===== src/rtl/y86_dmem_arbiter.sv =====
// Arbitrates the single-port Y86 data memory between fetch (read-only) and memory stage (read/write).
// Latency: MEM_LAT+2 cycles accept-to-valid for legal addresses, 1 cycle for out-of-range ones.
// Backpressure: ready only in IDLE, one grant per cycle; M has priority unless F has waited MAX_STREAK grants.
module y86_dmem_arbiter #(
    parameter int MEM_BYTES  = 1024,
    parameter int MEM_LAT    = 2,
    parameter int MAX_STREAK = 4
) (
    input  logic        clk,
    input  logic        rst_n,
    input  logic        f_req,
    input  logic [63:0] f_addr,
    output logic        f_ready,
    output logic        f_valid,
    output logic [63:0] f_rdata,
    output logic        f_err,
    input  logic        m_req,
    input  logic        m_we,
    input  logic [63:0] m_addr,
    input  logic [63:0] m_wdata,
    output logic        m_ready,
    output logic        m_valid,
    output logic [63:0] m_rdata,
    output logic        m_err,
    output logic        mem_en,
    output logic        mem_we,
    output logic [63:0] mem_addr,
    output logic [63:0] mem_wdata,
    input  logic [63:0] mem_rdata
);

    localparam logic [1:0] IDLE  = 2'd0;
    localparam logic [1:0] ISSUE = 2'd1;
    localparam logic [1:0] WAIT  = 2'd2;
    localparam logic [1:0] RESP  = 2'd3;

    localparam int CW = $clog2(MEM_LAT + 1);
    localparam int SW = $clog2(MAX_STREAK + 1);
    localparam logic [CW-1:0] CNT_INIT   = CW'(MEM_LAT);
    localparam logic [SW-1:0] STREAK_LIM = SW'(MAX_STREAK);
    // Highest legal start address; the unsigned compare also rejects wrapped addresses.
    localparam logic [63:0]   MAX_ADDR   = 64'(MEM_BYTES - 8);

    logic [1:0]    state;
    logic          owner_m;
    logic [CW-1:0] cnt;
    logic [SW-1:0] streak;

    logic          idle;
    logic          force_f;
    logic          m_grant;
    logic          f_grant;
    logic [63:0]   acc_addr;
    logic          acc_legal;
    logic [63:0]   cap_data;

    assign idle      = (state == IDLE);
    assign force_f   = f_req && (streak == STREAK_LIM);
    assign m_grant   = idle && m_req && !force_f;
    assign f_grant   = idle && f_req && !m_grant;
    assign acc_addr  = m_grant ? m_addr : f_addr;
    assign acc_legal = (acc_addr <= MAX_ADDR);
    assign cap_data  = mem_we ? 64'd0 : mem_rdata;

    // Ready is masked during reset so every output reads 0 while rst_n is low.
    assign f_ready = rst_n && f_grant;
    assign m_ready = rst_n && m_grant;
    assign f_valid = (state == RESP) && !owner_m;
    assign m_valid = (state == RESP) && owner_m;
    assign mem_en  = (state == ISSUE);

    always_ff @(posedge clk or negedge rst_n) begin
        if (!rst_n) begin
            state     <= IDLE;
            owner_m   <= 1'b0;
            cnt       <= '0;
            streak    <= '0;
            f_rdata   <= 64'd0;
            f_err     <= 1'b0;
            m_rdata   <= 64'd0;
            m_err     <= 1'b0;
            mem_we    <= 1'b0;
            mem_addr  <= 64'd0;
            mem_wdata <= 64'd0;
        end else begin
            case (state)
                IDLE: begin
                    if (m_grant) begin
                        streak <= f_req ? streak + SW'(1) : '0;
                    end else if (f_grant) begin
                        streak <= '0;
                    end
                    if (m_grant || f_grant) begin
                        owner_m <= m_grant;
                        if (acc_legal) begin
                            mem_addr  <= acc_addr;
                            mem_we    <= m_grant && m_we;
                            mem_wdata <= m_grant ? m_wdata : 64'd0;
                            state     <= ISSUE;
                        end else begin
                            if (m_grant) begin
                                m_err   <= 1'b1;
                                m_rdata <= 64'd0;
                            end else begin
                                f_err   <= 1'b1;
                                f_rdata <= 64'd0;
                            end
                            state <= RESP;
                        end
                    end
                end
                ISSUE: begin
                    cnt   <= CNT_INIT;
                    state <= WAIT;
                end
                WAIT: begin
                    cnt <= cnt - CW'(1);
                    if (cnt == CW'(1)) begin
                        if (owner_m) begin
                            m_rdata <= cap_data;
                            m_err   <= 1'b0;
                        end else begin
                            f_rdata <= cap_data;
                            f_err   <= 1'b0;
                        end
                        state <= RESP;
                    end
                end
                default: begin
                    state <= IDLE;
                end
            endcase
        end
    end

endmodule


===== config.mk =====
export PLATFORM = sky130hd
export DESIGN_NAME = y86_dmem_arbiter
export DESIGN_NICKNAME = d
export VERILOG_FILES = /design/src/rtl/y86_dmem_arbiter.sv
export SDC_FILE = /design/constraint.sdc
export NUM_CORES = 1
export LEC_CHECK = 0
export CAP_MARGIN = 20
export CORE_AREA = 5 5 201 203
export CTS_CLUSTER_DIAMETER = 80
export DETAILED_ROUTE_END_ITERATION = 16
export DIE_AREA = 0 0 206 208
export PLACE_DENSITY = 0.65
export SYNTH_ARGS = -nofsm -noshare
export SYNTH_HDL_FRONTEND = slang
export SYNTH_SLANG_ARGS = --single-unit

===== constraint.sdc =====
create_clock -name clk -period 2.6 [get_ports clk]
set_input_delay 0.39 -clock clk [delete_from_list [all_inputs] [get_ports clk]]
set_output_delay 0.39 -clock clk [all_outputs]
set_load 0.05 [all_outputs]

After elaboration in Yosys (flattened, before gate mapping)
Index checks and enable logic that the tools add are counted.
{ "totals": {"out_inout_bits": 264, "input_bits": 261, "regBits": 267} }
{ "op_classes": {"reduce_logical": 24, "eq_ne": 12, "magnitude_cmp": 1, "add_sub_neg": 2, "mux": 35} }
{ "op_table": {"columns": ["cell", "n"], "rows": [
  ["64-bit two-way mux", 13],
  ["64-bit one-hot mux with 2 select lines", 2],
  ["64-bit by 10-bit <= comparator with 1-bit output (second input constant)", 1],
  ["6-bit AND reduction", 2],
  ["1-bit logical AND", 10],
  ["1-bit two-way mux", 10],
  ["2-bit != test (second input constant)", 5],
  ["3-bit two-way mux", 3],
  ["2-bit two-way mux", 3],
  ["2-bit one-hot mux with 3 select lines", 1],
  ["2-bit AND reduction", 3],
  ["2-bit nonzero test", 3],
  ["2-bit by 1-bit equality test with 1-bit output (second input constant)", 2],
  ["2-bit equality test (second input constant)", 2],
  ["2-bit by 1-bit != test with 1-bit output (second input constant)", 2],
  ["1-bit one-hot mux with 2 select lines", 2],
  ["2-bit one-hot mux with 2 select lines", 1],
  ["3-bit by 1-bit adder with 3-bit output (second input constant)", 1],
  ["3-bit equality test (second input constant)", 1],
  ["1-bit zero test", 3],
  ["3-bit AND reduction", 1],
  ["2-bit zero test", 1],
  ["2-bit by 1-bit subtractor with 2-bit output (second input constant)", 1],
  ["1-bit logical OR", 1]
]} }

Longest topological paths before layout
{ "logic_depth": {"ltp_word": 9, "depth_mapped": 13, "depth_no_buf": 9} }

Least setup slack after synthesis
Ideal clock, no wire load.
{ "synth_timing": {"path_kind": "register to output", "start": "register streak[0]", "end": "output port f_ready", "path_buffers": 2, "arrival_ps": 2428, "path_stages_with_launch": 8, "path_slack_ps": -218, "required_time_ps": 2210, "path_cell_list": "dfrtp_1 -> inv_1 -> ha_1 -> nand3_1 -> and3_1 -> buf_6 -> clkbuf_1 -> nor3b_1"} }
{ "synth_between": {"elab_chain_len": 7} }
{ "synth_rtl": {"columns": ["element", "line", "source"], "rows": [
  ["start, declared", "47", "logic [SW-1:0] streak;"],
  ["start signal, assigned", "89", "streak <= f_req ? streak + SW'(1) : '0;"],
  ["3-bit equality test", "58", "assign force_f = f_req && (streak == STREAK_LIM);"],
  ["1-bit logical AND", "58", null],
  ["1-bit zero test", "59", "assign m_grant = idle && m_req && !force_f;"],
  ["1-bit logical AND", "59", null],
  ["1-bit zero test", "60", "assign f_grant = idle && f_req && !m_grant;"],
  ["1-bit logical AND", "60", null],
  ["1-bit logical AND", "66", "assign f_ready = rst_n && f_grant;"],
  ["end, declared", "13", "output logic f_ready,"]
]} }
No other way between the ends.

Worst setup path after layout
{ "layout_timing": {"start": "input port m_addr[30]", "end": "register m_rdata[48]"} }
{ "layout_between": {"elab_chain_len": 4} }
{ "layout_rtl": {"columns": ["element", "line", "source"], "rows": [
  ["start, declared", "19", "input logic [63:0] m_addr,"],
  ["64-bit two-way mux", "61", "assign acc_addr = m_grant ? m_addr : f_addr;"],
  ["64-bit by 10-bit <= comparator with 1-bit output", "62", "assign acc_legal = (acc_addr <= MAX_ADDR);"],
  ["2-bit != test (no source line)", null, null],
  ["6-bit AND reduction (no source line)", null, null],
  ["end signal, assigned", "120", "m_rdata <= cap_data;"],
  ["end, declared", "23", "output logic [63:0] m_rdata,"]
]} }
No other way between the ends.
A chain may end at the register's enable or synchronous reset.

==> Implementation_results.wiki <==
{| class="wikitable"
! Metric !! Value
|-
| CP Data Required Time || 3030 ps
|-
| CP arrival || between 2000 and 3000 ps
|-
| Number of design rule violations left after detail routing || 0
|-
| Core box area || 38,290 µm²
|-
| Via density || approximately 4.4
|-
| Number of H-tree levels || 1
|-
| Least-Margin Pin Slew || between 800 and 900 ps
|-
| Setup total negative slack || 0 ps
|-
| Routed wire length || 37,410 µm
|-
| Avg Synthesized Cell Area || ~14 µm²
|-
| Root buffer cell || sky130_fd_sc_hd__clkbuf_16
|-
| Routability congestion estimate from global placement || between 1 and 1.5
|-
| Status || finished clean
|-
| Static leakage || 7.988 nW
|-
| Count of buffers inserted at the top-level ports || between 500 and 600
|-
| Area post-placement || around 17,000 µm²
|-
| Final setup violation count || 0
|-
| Buffer levels on the longest clock path || 3
|-
| Seq cells post-synth || around 270
|-
| Fraction of post-synthesis cell area in the top cell type by area || roughly 63%
|-
| Count of final hold-check violations || 0
|-
| Total count of max-transition violations in the final report || 0
|-
| Most used cells in the layout excluding fill and tap cells || sky130_fd_sc_hd__clkdlybuf4s50_1 (520), sky130_fd_sc_hd__dfrtp_1 (267), sky130_fd_sc_hd__and2_1 (120)
|-
| Sequential share of the synthesized area || around 63%
|-
| Crit path time final || approximately 2500 ps
|-
| Ys Warns || 0
|-
| Syn-to-layout area delta || 68.48%
|-
| Die X-Extent || just over 200 µm
|-
| Dominant cell type by area after synthesis || sky130_fd_sc_hd__dfrtp_1
|-
| Class of the most critical hold timing path || in -> reg
|-
| Row count || slightly above 70
|-
| Starting Density || between 20% and 30%
|-
| Internal power || roughly 11 mW
|-
| Final clock period utilization by the worst path || a little over nine tenths
|-
| Vertical die dimension || between 200 and 250 µm
|-
| Hold Path Stages || 2
|-
| Most common cell after layout, fill and taps aside || sky130_fd_sc_hd__clkdlybuf4s50_1
|-
| Overall power of the completed layout || between 15 and 20 mW
|-
| Reported max-cap violation count || 0
|-
| Number of ports placed on the die boundary || roughly 530
|-
| Clock latency reported for the late side of the worst-skew pair || roughly 550 ps
|-
| Slew HR || a little under half
|-
| Number of nets in the final layout || between 1,500 and 2,000
|-
| Residual antenna-violating net count after detailed routing || 0
|-
| Maximum resistive drop on vdd || between 0.4 and 0.5 mV
|-
| Top area cells in the synthesized netlist || sky130_fd_sc_hd__dfrtp_1 (63%), sky130_fd_sc_hd__mux2_2 (12%), sky130_fd_sc_hd__and2_1 (7.0%)
|-
| Worst hold margin || between 400 and 500 ps
|-
| Logic gate share of total power || about 45%
|-
| Design Area, Final || roughly 18,000 µm²
|-
| Maximum net fanout on the critical path || 13
|-
| Final-layout fill cell count || between 3,000 and 4,000
|-
| Category of the most critical setup path || in -> reg
|-
| Number of library cell types mapped by synthesis || 37
|-
| Routed wire length per instance || around 20 µm
|-
| Switching part of the total || 37.95%
|-
| Setup repair after global routing missed its margin || yes
|-
| Remaining global-route overflow || 0
|-
| Total number of clock tree sinks || around 270
|-
| Die Outline Area || about 43,000 µm²
|-
| Number of DRC markers in iteration 0 || ~260
|-
| Worst Setup End Kind || flip-flop
|-
| Detailed placement HPWL || 28,900 µm
|-
| Post-route clock skew || 12.41 ps
|-
| Detailed Routing Iterations Pass 1 || 4
|-
| Number of standard cells after synthesis || 766
|-
| Cell Pwr Density || 944.6 nW/µm²
|-
| Startpoint type of the worst setup path || input pin
|-
| First-pass GRT wire length || roughly 56,000 µm
|-
| Clock share of power || 24.2%
|-
| Initial antenna violation count || 3
|-
| GRT Total Usage || between 10% and 20%
|-
| Via count of the first global-routing pass || 9,110
|-
| Cell Area, Synth || roughly 11,000 µm²
|-
| Largest net degree at the start of global routing || 141
|-
| Highest clock rate || 392.7 MHz
|-
| Via Count || 8,348
|-
| Share of final-layout standard cells stronger than drive strength 1 || 17.61%
|-
| Portion of total power attributed to sequential cells || roughly 31%
|-
| Clock transition at the registers of the reported paths || approximately 60 ps
|-
| Number of CTS-inserted buffers || 29
|-
| Power spent charging and discharging nets || roughly 6.4 mW
|-
| CTS tree || yes
|-
| Post-synthesis net count || 1,035
|-
| R2R depth || 10
|}
## power by group through the flow
| stage | clock (mW) | sequential (mW) | combinational (mW) |
|---|---|---|---|
| final | 4.10 | 5.26 | 7.60 |
| after global routing | 4.40 | 5.34 | 8.00 |
| after CTS | 4.25 | 5.26 | 7.57 |
| after detailed placement | 0 | 5.33 | 7.52 |
| after global placement | 0 | 5.31 | 7.45 |
| after floorplan | 0 | 7.55 | 2.38 |
## through the flow
stage | setup WS (ps) | utilization (%) | cells
finish | 53.30 | 46.89 | 1877
global placement | -780.6 | 44.11 | 1820
detailed placement | -823.1 | 44.11 | 1820
global route | -15.03 | 46.89 | 1877
floorplan | 119.2 | - | 766
CTS | 2.543 | 46.72 | 1874
## worst paths after layout
kind	startpoint	to	slack [ps]
max in group asynchronous	rst_n	m_rdata[7]	1380
hold reg to reg	mem_addr[7]	mem_addr[7]	480
hold / removal	m_wdata[43]	mem_wdata[43]	430
setup / recovery	m_addr[30]	m_rdata[48]	50
min in group asynchronous	rst_n	owner_m	530
setup reg to reg	state[0]	f_rdata[25]	110
## layout make-up
cell class,instances,area (µm²),share of cell area (%)
Antenna cell,2,5.005,0.02788
Multi-Input combinational cell,445,3710,20.66
Inverter,8,30.03,0.1673
Tap cell,518,648.1,3.610
Clock buffer,44,852.1,4.746
Clock inverter,8,105.1,0.5854
Timing Repair Buffer,585,5921,32.98
Sequential cell,267,6681,37.22
## layer usage
layer | track usage, % | part of all wire (%) | vias to the layer above
li1 | - | - | 3860
met1 | 21.53 | 41 | 4113
met2 | 26.46 | 46 | 320
met3 | 6.306 | 9.6 | 55
met4 | 4.520 | 2.8 | 0
met5 | 0 | 0 | -
## logic make-up (layout without fill, tap and decap cells)
group / after synthesis / after routing / share of synthesized area (%)
AOI/OAI and AO/OA: 95 / 95 / 7.151
adders and majority gates: 8 / 8 / 0.9394
buffers and inverters: 54 / 645 / 3.229
DFF: 267 / 267 / 62.71
muxes: 139 / 139 / 14.57
other: 0 / 2 / 0
and+or+nand+nor: 203 / 203 / 11.40
## registers in the layout (all words and copies together), names as in the netlist
name and cells:
m_err 1, mem_wdata 64, streak 3, f_err 1
mem_we 1, state 2, m_rdata 64, owner_m 1
cnt 2, mem_addr 64, f_rdata 64
## timing repair
action	4_1_cts	5_1_grt
endpoints found under the setup margin	257	130
resized for setup	6	9
gates cloned	0	1
hold buffers	1	0
pin swaps	1	3
endpoints found under the hold margin	89	0
buffers inserted	1	0
## cells in the mapped netlist
library cell	count
sky130_fd_sc_hd__o31ai_1	2
sky130_fd_sc_hd__nand3_1	4
sky130_fd_sc_hd__a21oi_1	1
sky130_fd_sc_hd__nand3_2	1
sky130_fd_sc_hd__nor3_1	6
sky130_fd_sc_hd__nor4_4	1
sky130_fd_sc_hd__o22a_1	1
sky130_fd_sc_hd__and3_1	2
sky130_fd_sc_hd__buf_6	17
sky130_fd_sc_hd__o22ai_1	1
sky130_fd_sc_hd__nor3_2	1
sky130_fd_sc_hd__ha_1	8
sky130_fd_sc_hd__a32o_1	4
sky130_fd_sc_hd__nand2b_1	1
sky130_fd_sc_hd__dfrtp_1	267
sky130_fd_sc_hd__and2_1	120
sky130_fd_sc_hd__or2_1	1
sky130_fd_sc_hd__o211ai_1	1
sky130_fd_sc_hd__a2111oi_2	1
sky130_fd_sc_hd__o31a_1	1
sky130_fd_sc_hd__nor2b_1	2
sky130_fd_sc_hd__clkbuf_1	20
sky130_fd_sc_hd__nor3b_1	1
sky130_fd_sc_hd__nand3b_1	1
sky130_fd_sc_hd__mux2_1	11
sky130_fd_sc_hd__buf_2	5
sky130_fd_sc_hd__nand2_1	21
sky130_fd_sc_hd__buf_4	2
sky130_fd_sc_hd__nor4_1	27
sky130_fd_sc_hd__nand4_1	8
sky130_fd_sc_hd__buf_1	2
sky130_fd_sc_hd__mux2i_1	10
sky130_fd_sc_hd__inv_1	8
sky130_fd_sc_hd__a22o_1	64
sky130_fd_sc_hd__mux2_2	118
sky130_fd_sc_hd__o21ai_0	19
sky130_fd_sc_hd__nor2_1	6
## worst max-delay path, cell delays in order
cell	delay, ps
sky130_fd_sc_hd__clkdlybuf4s50_1	560
sky130_fd_sc_hd__nor4_4	440
sky130_fd_sc_hd__nand4_1	220
sky130_fd_sc_hd__nor3_1	240
sky130_fd_sc_hd__o21ai_1	150
sky130_fd_sc_hd__o211ai_1	110
sky130_fd_sc_hd__o31a_2	190
sky130_fd_sc_hd__buf_12	160
sky130_fd_sc_hd__buf_12	160
sky130_fd_sc_hd__mux2_2	330
Note: power is estimated with default switching activity, not from simulation.
